$ cat config.mk
export PLATFORM = sky130hd
export DESIGN_NAME = demux_rr_scheduler
export DESIGN_NICKNAME = d
export VERILOG_FILES = /design/src/rtl/demux_pkg.sv /design/src/rtl/demux_rr_next.sv /design/src/rtl/demux_rr_scheduler.sv
export SDC_FILE = /design/constraint.sdc
export NUM_CORES = 1
export LEC_CHECK = 0
export BUFFER_PORTS_ARGS = -buffer_cell sky130_fd_sc_hd__buf_2
export CORE_MARGIN = 2
export CORE_UTILIZATION = 60
export DETAILED_ROUTE_END_ITERATION = 16
export GPL_TIMING_DRIVEN = 1
export PLACE_DENSITY = 0.89
export SYNTH_ARGS = -nofsm -noshare
export SYNTH_HDL_FRONTEND = slang
export SYNTH_HIERARCHICAL = 1
export SYNTH_SLANG_ARGS = --single-unit
$ cat constraint.sdc
create_clock -name clk -period 11.55 [get_ports clk]
set_input_delay 2.31 -clock clk [delete_from_list [all_inputs] [get_ports clk]]
set_output_delay 2.31 -clock clk [all_outputs]
set_load 0.005 [all_outputs]
$ cat src/rtl/demux_pkg.sv
// Shared constants, FSM state type and the circular first-enabled search used by demux_rr_scheduler.
package demux_pkg;

    localparam int NUM_CH = 8;
    localparam int SEL_W  = 3;

    typedef enum logic [1:0] {
        IDLE  = 2'd0,
        RUN   = 2'd1,
        STALL = 2'd2
    } state_e;

    // Lowest channel at or above start (wrapping) whose mask bit is set; returns start if none.
    function automatic logic [SEL_W-1:0] first_enabled(
        input logic [NUM_CH-1:0] mask,
        input logic [SEL_W-1:0]  start
    );
        logic [SEL_W-1:0] idx;
        logic             found;
        first_enabled = start;
        found         = 1'b0;
        for (int i = 0; i < NUM_CH; i++) begin
            idx = start + SEL_W'(i);
            if (!found && mask[idx]) begin
                first_enabled = idx;
                found         = 1'b1;
            end
        end
    endfunction

endpackage

$ cat src/rtl/demux_rr_next.sv
// Combinational round-robin step: channel served from the current pointer, the pointer after it,
// and whether that channel closes the frame (it is the highest enabled one).
module demux_rr_next
    import demux_pkg::*;
(
    input  logic [SEL_W-1:0]  ptr_i,
    input  logic [NUM_CH-1:0] mask_i,
    output logic [SEL_W-1:0]  target_o,
    output logic [SEL_W-1:0]  next_ptr_o,
    output logic              wrap_o
);

    assign target_o   = first_enabled(mask_i, ptr_i);
    assign next_ptr_o = first_enabled(mask_i, target_o + SEL_W'(1));
    // Not moving upward means no enabled channel lies above the target; covers the single-channel case too.
    assign wrap_o     = (next_ptr_o <= target_o);

endmodule

$ cat src/rtl/demux_rr_scheduler.sv
// Serial-to-demux round-robin scheduler: each accepted bit is registered onto d/sel one cycle later.
// Optional per-channel enable port ch_mask is built only when DEMUX_RR_MASK_EN is defined.
module demux_rr_scheduler
    import demux_pkg::*;
#(
    parameter int unsigned START_CH = 0
)
(
    input  logic              clk,
    input  logic              rst,
    input  logic              in_valid,
    input  logic              in_data,
    output logic              in_ready,
`ifdef DEMUX_RR_MASK_EN
    input  logic [NUM_CH-1:0] ch_mask,
`endif
    output logic              d,
    output logic [SEL_W-1:0]  sel,
    output logic              out_valid,
    output logic              frame_done
);

    localparam logic [SEL_W-1:0] START_SEL = SEL_W'(START_CH);

    logic [NUM_CH-1:0] mask;
`ifdef DEMUX_RR_MASK_EN
    assign mask = ch_mask;
`else
    assign mask = '1;
`endif

    state_e           state_q, state_d;
    logic [SEL_W-1:0] ptr_q;
    logic [SEL_W-1:0] sel_q;
    logic             d_q, out_valid_q, frame_done_q;

    logic [SEL_W-1:0] target, next_ptr;
    logic             wrap, mask_any, transfer;

    demux_rr_next u_next (
        .ptr_i      (ptr_q),
        .mask_i     (mask),
        .target_o   (target),
        .next_ptr_o (next_ptr),
        .wrap_o     (wrap)
    );

    assign mask_any = |mask;
    // An all-zero mask has no target, so it must also block acceptance in the cycle before STALL is entered.
    assign in_ready = (state_q != STALL) && mask_any;
    assign transfer = in_valid && in_ready;

    // NOTE: every variable driven here gets a default first so no path leaves it unassigned (no latch).
    always_comb begin
        state_d = state_q;
        if (!mask_any) begin
            state_d = STALL;
        end else begin
            unique case (state_q)
                IDLE:    if (transfer) state_d = wrap ? IDLE : RUN;
                RUN:     if (transfer && wrap) state_d = IDLE;
                STALL:   state_d = IDLE;
                default: state_d = IDLE;
            endcase
        end
    end

    // NOTE: sequential state uses non-blocking assignments so all registers update from pre-edge values.
    always_ff @(posedge clk or posedge rst) begin
        if (rst) state_q <= IDLE;
        else     state_q <= state_d;
    end

    always_ff @(posedge clk or posedge rst) begin
        if (rst) begin
            ptr_q        <= START_SEL;
            sel_q        <= START_SEL;
            d_q          <= 1'b0;
            out_valid_q  <= 1'b0;
            frame_done_q <= 1'b0;
        end else if (transfer) begin
            ptr_q        <= next_ptr;
            sel_q        <= target;
            d_q          <= in_data;
            out_valid_q  <= 1'b1;
            frame_done_q <= wrap;
        end else begin
            // sel holds so the demux select does not toggle between transfers.
            d_q          <= 1'b0;
            out_valid_q  <= 1'b0;
            frame_done_q <= 1'b0;
        end
    end

    assign d          = d_q;
    assign sel        = sel_q;
    assign out_valid  = out_valid_q;
    assign frame_done = frame_done_q;

endmodule
Word level (Yosys, flattened, before mapping)
Memory sizes are Yosys's and may differ from the RTL's. Cells that the tools add are included.

Bits in registers: 11. ROM bits: 128. Input bits: 4. Logic and storage cells: 141. Memories kept: 16.

Add/subtract/negate cells: 15. $lt $le $gt $ge: 17. Equal/unequal tests: 4. Mux-type cells: 51. Reductions and logical operators: 32.

Memory list: (name not given) (depth 8, bits a word 1, rd ports 1, clocked after Yosys merged registers in 0, wr ports 0, RTL line demux_pkg.sv:24) `if (!found && mask[idx]) begin`; (name not given) (depth 8, bits a word 1, rd ports 1, clocked after Yosys merged registers in 0, wr ports 0, RTL line demux_pkg.sv:24); (name not given) (depth 8, bits a word 1, rd ports 1, clocked after Yosys merged registers in 0, wr ports 0, RTL line demux_pkg.sv:24); (name not given) (depth 8, bits a word 1, rd ports 1, clocked after Yosys merged registers in 0, wr ports 0, RTL line demux_pkg.sv:24); (name not given) (depth 8, bits a word 1, rd ports 1, clocked after Yosys merged registers in 0, wr ports 0, RTL line demux_pkg.sv:24); (name not given) (depth 8, bits a word 1, rd ports 1, clocked after Yosys merged registers in 0, wr ports 0, RTL line demux_pkg.sv:24); +10 memories.

Operators by type and width (count): $lt A3 B4 Y1 const B (16); $mux W3 (14); $mux W1 (34); $add A3 B3 Y3 const B (8); $logic_and A1 B1 Y1 (16); $logic_not A1 Y1 (14); $add A3 B2 Y3 const B (4); $add A3 B1 Y3 const B (3); $ne A2 B2 Y1 const B (3); $mux W2 (2); $pmux W2 S2 (1); $le A3 B3 Y1 (1); $eq A2 B1 Y1 const B (1); $logic_not A2 Y1 (1); $reduce_and A2 Y1 (1).

Longest topological paths before layout
Gate-level depths: netlist of run 1.

Depth after elaboration: 53. Depth in mapped cells: 32. Depth with buffers taken out: 29.

Cells and area by module
The synthesis of run 1 kept the hierarchy.

By module, submodules not included: demux_rr_next (times used 1, cells each 316, area each 2348.5 um^2, sequential area each 0.0 um^2); demux_rr_scheduler (times used 1, cells each 21, area each 356.6 um^2, sequential area each 225.2 um^2).

Least setup slack after synthesis of run 1
No wires, ideal clock.

Path type: reg-to-reg. Start point: reg ptr_q[0]. End point: reg frame_done_q, in the netlist frame_done. Arrival: 4.498 ns. Required time: 11.486 ns. Setup slack: 6.988 ns. Cell stages (with the launch flop): 20. Path buffers: 4. Cells stage by stage: dfrtp_1 > buf_2 > buf_2 > or4_1 > buf_6 > nand2_4 > ha_1 > clkinv_1 > clkbuf_1 > nand3_1 > a21o_1 > mux4_2 > or2_1 > a31o_1 > a211oi_2 > ha_1 > nor2b_1 > o21a_1 > o21ai_0 > and2_2.

Cells in the longest elaborated chain, start to end: 51.

Ends and longest elaborated chain: from (decl) (RTL line demux_rr_scheduler.sv:33) `logic [SEL_W-1:0] ptr_q;`; from (signal assigned) (RTL line demux_rr_scheduler.sv:82) `ptr_q <= next_ptr;`; branches (longest 23 deep; another with $add A3 B1 Y3); $mux W3 (*) (RTL line demux_pkg.sv:24); $add A3 B1 Y3 (*) (RTL line demux_rr_next.sv:14) `assign next_ptr_o = first_enabled(mask_i, target_o + SEL_W'(1));`; branches (longest 23 deep; another with $add A3 B1 Y3); $mux W3 (*) (RTL line demux_pkg.sv:24); net next_ptr[1] (RTL line demux_rr_scheduler.sv:37) `logic [SEL_W-1:0] target, next_ptr;`; $le A3 B3 Y1 (*) (RTL line demux_rr_next.sv:16) `assign wrap_o = (next_ptr_o <= target_o);`; net wrap (RTL line demux_rr_scheduler.sv:38) `logic wrap, mask_any, transfer;`; $mux W1 (*) (RTL line demux_rr_scheduler.sv:81) `end else if (transfer) begin`; to (signal assigned) (RTL line demux_rr_scheduler.sv:86) `frame_done_q <= wrap;`; to (decl) (RTL line demux_rr_scheduler.sv:35) `logic d_q, out_valid_q, frame_done_q;`.

Mark *: on every way through the listed nets, which the timed path passes. The select of a mux whose other input is x is not followed. A chain may end at the register's enable or synchronous reset.

Worst setup path in the final report of run 1
Start point: reg ptr_q[1]. End point: reg frame_done_q, in the netlist frame_done.

Cells in the longest elaborated chain, start to end: 51.

Ends and longest elaborated chain (RTL line): branches (longest 23 deep; another with $add A3 B1 Y3); $mux W3 (*) (demux_pkg.sv:24); net target[1] (demux_rr_scheduler.sv:37); $add A3 B1 Y3 (*) (demux_rr_next.sv:14); branches (longest 23 deep; another with $add A3 B1 Y3); $mux W3 (*) (demux_pkg.sv:24); net next_ptr[1] (demux_rr_scheduler.sv:37); $le A3 B3 Y1 (*) (demux_rr_next.sv:16); net wrap (demux_rr_scheduler.sv:38); $mux W1 (*) (demux_rr_scheduler.sv:81).

Marks and branches as above.

==> metrics.txt, run 1 <==
commonest non-fill, non-tap cell in the layout=conb_1; Netlist cell types=74; Largest delay share family, worst path=compound AO/OA/AOI/OAI gates; # H-tree levels=1; Worst Hold End=sel[1]$_DFFE_PP0P_; Max FO, Critical Path=23; WS Path Type=register to register; initial antenna violation count=0; Max Cap Viol=0; TNS Setup=0 ns; CTS buffer count=3; Largest stage delay, worst path=0.76 ns; Mapped Cells=337; TritonRoute pass-1 iters=8; IO buf count=9; postcts setup bufs=0; GRT Total Usage=0.3058; post-CTS sizing=0; Core Area=about 0.0044 mm²; DR iter-0 viols=314; Post-CTS Hold Buffers=0; worst skew pair latency=about 0.23 ns; max_slew headroom=0.4883; Pins Over Slew Limit=0; WHS=0.5385 ns; EDFF count, synth=0; number of diodes=0; cell total after placement=400; Async SR Flop Fraction=1.000; gpl congestion=0.9763; Layout Nets=364; Register Area=between 200 and 250 µm²; hold path startpoint=sel[1]$_DFFE_PP0P_; clk_skew=between 0.001 and 0.0015 ns; slew of the pin with the lowest slew margin=0.7676 ns; Crit Reg-Reg Startpoint=ptr_q[1]$_DFFE_PP0P_; Multi-input gate area=between 0.002 and 0.0025 mm²; pre-CTS setup slack=5.952 ns; Hold Crit Depth=1; TritonCTS clock tree=built; P&R area growth vs syn=4.533%; Main synth FF type=dfrtp_1; FF-to-FF End=frame_done$_DFF_PP0_; drt total wl=7703 µm; ranking of synthesized cells by area=mux4_2 11%, dfrtp_1 8.3%, mux2i_1 4.4%; number of global-route vias before repair=2724; area fraction of the dominant cell type after synthesis=0.1082; num ports=11; final worst-path cycle share=0.4989; endpoints failing hold=0; flop-to-flop setup slack=5.79 ns; Antenna Nets Post-Route=0; routed vias/inst=7.418; Sink Count=9; drt drc=0; total number of vias=approximately 3000; Yosys top cell by area=mux4_2; Setup-failing EPs final=0; Max Buffers Root-to-Sink=2; largest net degree at the start of global routing=31; global route overflow=0; CP max stage cell=ha_1; Mapped Area=0.002705 mm²; status=complete, no violations; share of post-route cells with drive strength above 1=0.1591; Critical Path End Type=register; clock slew at reported path FFs=0.04 ns; crit path launch type=register; Die W=just over 70 µm; RSZ-0062 raised after global routing=no; critical path cell sequence=nor2_1 > o22ai_1 > o21ai_0 > nor2_1 > o221ai_1 > nand2_1 > ha_1 > clkinv_1 > nand2_1 > a211oi_1 > or2_4 > a21o_1 > mux4_2 > o311ai_1 > a311oi_1 > a211oi_2 > ha_1 > nor2b_1 > o21a_1 > o21ai_0 > and2_2; Routed wire per std cell=19.07 µm; DP Wirelength=5690 µm; Initial Utilization=0.6213; Synth Register Bits=9; root buffer cell=clkbuf_8; first-pass GRT wire length=12770 µm; buffer and inverter count on the worst path=1; Yosys Warn Count=6; commonest cells after routing, fill and taps aside=28 x conb_1, 27 x nand2_1, 19 x nor2_1, 19 x a21oi_1, 16 x nand2b_1; filler cell count in the final layout=374; total die area=roughly 0.005 mm²; Final WS setup=5.787 ns; Avg Cell Area, Syn=approximately 8.0 µm²; Req. time, crit path=11.72 ns; Max Freq=173.5 MHz; Die Y=71.15 µm; Final Critical Period=about 5.8 ns; number of cell rows=24; register area share after synthesis=0.08326; Reg2Reg Depth=21; crit path DAT=just under 6 ns; worst hold-check path type=register to register; Finished Layout Cells=404
[cells in the mapped netlist (5+ instances only)]
library cell / n
a211oi_1: 9
a21oi_1: 19
a221oi_1: 7
and3_1: 6
buf_2: 8
clkbuf_1: 13
dfrtp_1: 9
ha_1: 7
inv_1: 7
mux2_2: 6
mux2_4: 7
mux2i_1: 12
mux4_2: 13
nand2_1: 27
nand2b_1: 16
nand3_1: 14
nor2_1: 19
nor3_1: 12
o21ai_0: 13
o21ai_1: 5
xnor2_1: 7
[registers in the layout, indices dropped and copies added (netlist names)]
| name | cells |
|---|---|
| d | 1 |
| ptr_q | 3 |
| sel | 3 |
| frame_done | 1 |
| out_valid | 1 |
[worst register-to-register path: stages (launching register included)]
cell      delay (ns)
dfrtp_1         0.53
nor2_1          0.16
o22ai_1         0.09
o21ai_0         0.08
nor2_1          0.09
o221ai_1        0.21
nand2_1         0.18
ha_1            0.76
clkinv_1        0.62
nand2_1         0.21
a211oi_1        0.15
or2_4           0.33
a21o_1          0.17
mux4_2          0.52
o311ai_1        0.37
a311oi_1        0.17
a211oi_2        0.21
ha_1            0.28
nor2b_1         0.14
o21a_1          0.16
o21ai_0         0.12
and2_2          0.15
[worst max path at each step]
stage,from,to,slack [ns],cells after the start
after floorplan,ptr_q[0]$_DFFE_PP0P_,frame_done$_DFF_PP0_,6.99,19
after global routing,ptr_q[1]$_DFFE_PP0P_,frame_done$_DFF_PP0_,5.36,21
after detailed placement,ptr_q[0]$_DFFE_PP0P_,frame_done$_DFF_PP0_,5.95,18
after CTS,ptr_q[0]$_DFFE_PP0P_,frame_done$_DFF_PP0_,5.94,18
after global placement,ptr_q[0]$_DFFE_PP0P_,frame_done$_DFF_PP0_,6.04,18
final,ptr_q[1]$_DFFE_PP0P_,frame_done$_DFF_PP0_,5.79,21
[area by class of cell]
type	instances	share of cell area
clock buffer	4	0.01593
inverter	10	0.01327
multi-input combinational	319	0.8496
sequential	9	0.07965
tap	52	0.02301
timing repair buffer	10	0.01858
[through the flow]
step / instance area (µm²) / util
global route: 2828 / 0.6494
finish: 2828 / 0.6494
global placement: 2783 / 0.6391
detailed placement: 2783 / 0.6391
floorplan: 2806 / -
CTS: 2828 / 0.6494
[routing by layer]
metal / global-route usage / vias up / wire, µm
met1: 0.4096 / 1413 / 3101
met3: 0.04558 / 44 / 688
met2: 0.5041 / 203 / 3613
met4: 0.1027 / 0 / 299
li1: - / 1337 / -
met5: 0 / - / 0
[kinds of logic after synthesis]
kind of cell    after synthesis  synth area share
other cells                   1          0.001386
compound gates              115            0.3242
buf+inv                      36           0.06615
simple gates                121            0.2419
xor+xnor                      8           0.02590
flops                         9           0.08326
mux                          40            0.2248
fa+ha+maj                     7           0.03238
Power of run 1 is left out: the tool's default activity adds up to more than one toggle a clock period on the data nets, which glitch-free logic cannot reach.
==> inputs of run 2 (changes only) <==
--- a/config.mk
+++ b/config.mk
@@ -5,9 +5,10 @@
 export SDC_FILE = /design/constraint.sdc
 export NUM_CORES = 1
 export LEC_CHECK = 0
+export ABC_AREA = 1
 export BUFFER_PORTS_ARGS = -buffer_cell sky130_fd_sc_hd__buf_2
 export CORE_MARGIN = 2
-export CORE_UTILIZATION = 60
+export CORE_UTILIZATION = 57
 export DETAILED_ROUTE_END_ITERATION = 16
 export GPL_TIMING_DRIVEN = 1
 export PLACE_DENSITY = 0.89
==> constraint.sdc (replaced) <==
create_clock -name clk -period 5.3 [get_ports clk]
set_input_delay 1.06 -clock clk [delete_from_list [all_inputs] [get_ports clk]]
set_output_delay 1.06 -clock clk [all_outputs]
set_load 0.005 [all_outputs]
==> run 2 against run 1 <==
Net effect: clock skew increased by 0.0029 ns; setup slack got worse by 5.3 ns; cell count increased by 15%; die area decreased by 19%.
==> metrics.txt, run 2 <==
worst hold-check path type=register to register; Max Buffers Root-to-Sink=2 (unchanged); Req. time, crit path=5.44 ns (-6.28 ns); DP Wirelength=3760 µm (-34%); TritonCTS clock tree=built; EDFF count, synth=0 (unchanged); IO buf count=9 (unchanged); Die Y=63.98 µm (-10%); filler cell count in the final layout=269 (-28%); hold path startpoint=sel[0]$_DFFE_PP0P_; Pins Over Slew Limit=0 (unchanged); Register Area=226.5 µm² (+0.56%); Initial Utilization=0.6050 (-0.01624); drt drc=0 (unchanged); P&R area growth vs syn=17.82%; initial antenna violation count=0 (unchanged); CTS buffer count=3 (unchanged); synth cell count leaders=147 x nand2_1, 69 x nand3_1, 28 x inv_1; Die W=63.98 µm (-10%); share of post-route cells with drive strength above 1=0.1952 (+0.03615); Core Area=0.003390 mm² (-22%); ranking of synthesized cells by area=nand2_1 27%, nand3_1 17%, dfrtp_1 11%; total die area=0.004093 mm² (-19%); register area share after synthesis=0.1098 (+0.02657); global route overflow=0 (unchanged); root buffer cell=clkbuf_4; Crit Reg-Reg Startpoint=ptr_q[0]$_DFFE_PP0P_; Max Cap Viol=0 (unchanged); Post-CTS Hold Buffers=0 (unchanged); GRT Total Usage=0.2490 (-0.05682); number of diodes=0 (unchanged); crit path DAT=4.97 ns (-0.96 ns); first-pass GRT wire length=8687 µm (-32%); Sink Count=9 (unchanged); Largest stage delay, worst path=0.41 ns (-0.35 ns); Setup-failing EPs final=0 (unchanged); Yosys top cell by area=nand2_1; Layout Nets=432 (+19%); final worst-path cycle share=0.9099 (+0.4110); Netlist cell types=40 (-46%); # H-tree levels=1 (unchanged); status=complete, no violations; Antenna Nets Post-Route=0 (unchanged); pre-CTS setup slack=0.1858 ns (-5.767 ns); Multi-input gate area=0.001782 mm² (-26%); total number of vias=2323 (-22%); commonest cells after routing, fill and taps aside=146 x nand2_1, 69 x nand3_1, 37 x conb_1; crit path launch type=register; DR iter-0 viols=102 (-68%); WHS=0.4714 ns (-0.06711 ns); CP max stage cell=dfrtp_1; Mapped Area=0.002051 mm² (-24%); num ports=11 (unchanged); Synth Register Bits=9 (unchanged); Avg Cell Area, Syn=5.634 µm² (-30%); gpl congestion=0.8892 (-8.9%); clock slew at reported path FFs=0.06 ns (+0.02 ns); routed vias/inst=4.985 (-33%); Final WS setup=0.4775 ns (-5.310 ns); largest net degree at the start of global routing=17 (-45%); area fraction of the dominant cell type after synthesis=0.2691 (+0.1608); worst skew pair latency=0.25 ns (+0.02 ns); Max Freq=207.4 MHz (+19%); commonest non-fill, non-tap cell in the layout=nand2_1; Routed wire per std cell=10.42 µm (-45%); number of global-route vias before repair=2118 (-22%); Max FO, Critical Path=10 (-57%); Critical Path End Type=register; TritonRoute pass-1 iters=5 (-3); drt total wl=4856 µm (-37%); endpoints failing hold=0 (unchanged); Async SR Flop Fraction=1.000 (unchanged); Main synth FF type=dfrtp_1; clk_skew=0.004210 ns (+0.002901 ns); number of cell rows=21 (-13%); most frequent CP cell=nand2_1; Mapped Cells=364 (+8.0%); crit path from=ptr_q[0]$_DFFE_PP0P_; Yosys Warn Count=6 (unchanged); most numerous cell in the Yosys netlist=nand2_1; WS Path Type=register to register; Final Critical Period=4.822 ns (-0.9403 ns)
-- run 2: logic make-up after synthesis --
group | share of synthesized area
AO/OA/AOI/OAI | 0.05736
XOR/XNOR | 0.02502
adder cells (fa/ha/maj) | 0.04271
buffers and inverters | 0.1135
flip-flops | 0.1098
other | 0.001829
AND/OR/NAND/NOR | 0.6498
-- run 2: critical path: cells and delay by family (launching register included) --
| kind | cells | cell delay [ns] |
|---|---|---|
| DFF | 1 | 0.41 |
| adders and majority gates | 3 | 0.84 |
| and+or+nand+nor | 23 | 2.19 |
| AOI/OAI and AO/OA | 5 | 0.73 |
| buffers and inverters | 5 | 0.56 |
-- run 2: final timing paths --
check | to | slack (ns) | depth (start not counted)
hold / removal | sel[0]$_DFFE_PP0P_ | 0.47 | 2
max in group asynchronous | ptr_q[2]$_DFFE_PP0P_ | 4.28 | 2
setup / recovery | frame_done$_DFF_PP0_ | 0.48 | 36
setup reg to reg | frame_done$_DFF_PP0_ | 0.48 | 36
min in group asynchronous | sel[0]$_DFFE_PP0P_ | 0.75 | 2
hold reg to reg | sel[0]$_DFFE_PP0P_ | 0.47 | 2
-- run 2: area by class of cell --
class                           count  share of cell area
Tap cell                           46             0.02382
Clock buffer                        4             0.01088
Inverter                           37             0.05955
Multi-Input combinational cell    343              0.7374
Timing Repair Buffer               27             0.07457
Sequential cell                     9             0.09373
-- run 2: per-stage QoR --
step	cells	cell area, µm²	util	setup TNS (ns)
after floorplan	400	2186	-	0
after global placement	454	2272	0.6704	0
after detailed placement	454	2272	0.6704	0
after CTS	458	2298	0.6781	0
after global routing	466	2416	0.7128	-0.05975
final	466	2416	0.7128	0
-- run 2: timing repair --
| item | in CTS | in global routing |
|---|---|---|
| endpoints found under the setup margin | 0 | 1 |
| gates resized for setup | 0 | 13 |
| setup buffers | 0 | 8 |
-- run 2: layer usage --
layer | global-route usage | share of wire
met5 | 0 | 0
met2 | 0.4349 | 0.48
met1 | 0.3402 | 0.46
met3 | 0.01585 | 0.057
met4 | 0.04076 | 0.0066
Power of run 2 is left out for the same reason.
==> inputs of run 3 (changes only) <==
--- a/config.mk
+++ b/config.mk
@@ -10,6 +10,7 @@
 export CORE_MARGIN = 2
 export CORE_UTILIZATION = 57
 export DETAILED_ROUTE_END_ITERATION = 16
+export GPL_ROUTABILITY_DRIVEN = 0
 export GPL_TIMING_DRIVEN = 1
 export PLACE_DENSITY = 0.89
 export SYNTH_ARGS = -nofsm -noshare
==> constraint.sdc (replaced) <==
create_clock -name clk -period 4.4 [get_ports clk]
set_input_delay 0.88 -clock clk [delete_from_list [all_inputs] [get_ports clk]]
set_output_delay 0.88 -clock clk [all_outputs]
set_load 0.005 [all_outputs]
==> run 3 against run 2 <==
Net effect: the flow now finishes with violations (setup timing); global-route usage up 4.4 points; final area increased by 9.2%; fmax is 5.6% higher.
==> metrics.txt, run 3 (synthesis results as in run 2) <==
Max Buffers Root-to-Sink=2 (unchanged); flop-to-flop setup slack=-0.17 ns (-0.64 ns); initial antenna violation count=0 (unchanged); Worst Hold End=sel[2]$_DFFE_PP0P_; worst hold-check path type=register to register; crit path DAT=4.72 ns (-0.25 ns); commonest non-fill, non-tap cell in the layout=nand2_1; Layout Nets=440 (+1.9%); Die W=63.98 µm (unchanged); final worst-path cycle share=1.038 (+0.1276); global route overflow=0 (unchanged); num ports=11 (unchanged); drt drc=0 (unchanged); Reg2Reg Depth=37 (+2.8%); Setup-failing EPs final=1 (+1); Post-CTS Hold Buffers=0 (unchanged); most frequent CP cell=nand2_1; Initial Utilization=0.6050 (unchanged); TritonCTS clock tree=built; Largest stage delay, worst path=0.44 ns (+0.03 ns); Max FO, Critical Path=7 (-3); root buffer cell=clkbuf_4; Antenna Nets Post-Route=0 (unchanged); Sink Count=9 (unchanged); share of post-route cells with drive strength above 1=0.2757 (+0.08046); hold path startpoint=sel[2]$_DFFE_PP0P_; FF-to-FF End=frame_done$_DFF_PP0_; status=complete, but fails checks; RSZ-0062 raised after global routing=yes; Critical Path End Type=register; worst skew pair latency=0.26 ns (about the same); violated checks=setup timing; Final Critical Period=4.565 ns (-0.2573 ns); drt total wl=5758 µm (+19%); WS Path Type=register to register; CTS buffer count=3 (unchanged); pre-CTS setup slack=-0.1486 ns (-0.3344 ns); endpoints failing hold=0 (unchanged); Crit Reg-Reg Startpoint=ptr_q[0]$_DFFE_PP0P_; DR iter-0 viols=229 (+120%); filler cell count in the final layout=233 (-13%); total number of vias=2589 (+11%); Core Area=0.003390 mm² (unchanged); # H-tree levels=1 (unchanged); Final WS setup=-0.1651 ns (-0.6427 ns); GRT Total Usage=0.2926 (+0.04361); Routed wire per std cell=12.15 µm (+17%); P&R area growth vs syn=28.62%; Die Y=63.98 µm (unchanged); Max Cap Viol=0 (unchanged); number of cell rows=21 (unchanged); clk_skew=0.003285 ns (-0.0009250 ns); Pins Over Slew Limit=0 (unchanged); largest net degree at the start of global routing=16 (-1); routed vias/inst=5.462 (+9.6%); Hold Crit Depth=2 (unchanged); crit path launch type=register; number of global-route vias before repair=2301 (+8.6%); commonest cells after routing, fill and taps aside=132 x nand2_1, 60 x nand3_1, 37 x conb_1; IO buf count=9 (unchanged); number of diodes=0 (unchanged); first-pass GRT wire length=9839 µm (+13%); Req. time, crit path=4.56 ns (-0.88 ns); clock slew at reported path FFs=0.06 ns (about the same); buffer and inverter count on the worst path=7 (+2); Largest delay share family, worst path=simple AND/OR/NAND/NOR gates; DP Wirelength=4160 µm (+11%); Max Freq=219.1 MHz (+5.6%); CP max stage cell=dfrtp_2; total die area=0.004093 mm² (unchanged); TritonRoute pass-1 iters=6 (+1)
-- run 3: worst max-delay path by stage --
stage / start / slack [ns] / end / cells past startpoint
finish: ptr_q[0]$_DFFE_PP0P_ / -0.17 / frame_done$_DFF_PP0_ / 37
global route: ptr_q[0]$_DFFE_PP0P_ / -0.48 / frame_done$_DFF_PP0_ / 37
CTS: ptr_q[0]$_DFFE_PP0P_ / 0.01 / frame_done$_DFF_PP0_ / 35
detailed placement: ptr_q[0]$_DFFE_PP0P_ / -0.15 / frame_done$_DFF_PP0_ / 36
global placement: ptr_q[0]$_DFFE_PP0P_ / 0.01 / frame_done$_DFF_PP0_ / 37
floorplan: ptr_q[0]$_DFFE_PP0P_ / -0.22 / frame_done$_DFF_PP0_ / 43
-- run 3: metal layers --
layer / GRT usage / part of all wire / vias to the layer above
met5: 0 / 0 / -
met4: 0.08967 / 0.022 / 0
met3: 0.02641 / 0.083 / 27
met2: 0.5026 / 0.47 / 133
met1: 0.3853 / 0.42 / 1163
li1: - / - / 1266
-- run 3: area by class of cell --
| cell class | count | area [µm²] | share of cell area |
|---|---|---|---|
| clock buffer | 4 | 26.28 | 0.009962 |
| sequential | 9 | 227.7 | 0.08634 |
| multi-input combinational | 343 | 1916 | 0.7263 |
| tap | 46 | 57.56 | 0.02182 |
| timing repair buffer | 35 | 247.7 | 0.09393 |
| inverter | 37 | 162.7 | 0.06167 |
-- run 3: through the flow --
stage	TNS, ns	util	instance area [µm²]	cells	hold WS [ns]
final	-0.1651	0.7781	2638	474	0.4784
after CTS	0	0.7571	2566	474	0.4732
after global placement	0	0.7158	2426	461	0.4560
after detailed placement	-0.1486	0.7158	2426	461	0.4585
after floorplan	-0.2211	-	2303	400	0.4366
after global routing	-0.4765	0.7781	2638	474	0.5015
-- run 3: timing repair --
action,CTS,global route
cloned,0,0
gates resized for setup,12,19
setup endpoints to repair,1,4
pin swaps,15,7
buffers inserted,9,0
-- run 3: worst min-delay path, delay by kind of cell (launching register included) --
family | cells | cell delay [ns]
flops | 1 | 0.34
simple gates | 2 | 0.10
Power of run 3 is left out for the same reason.
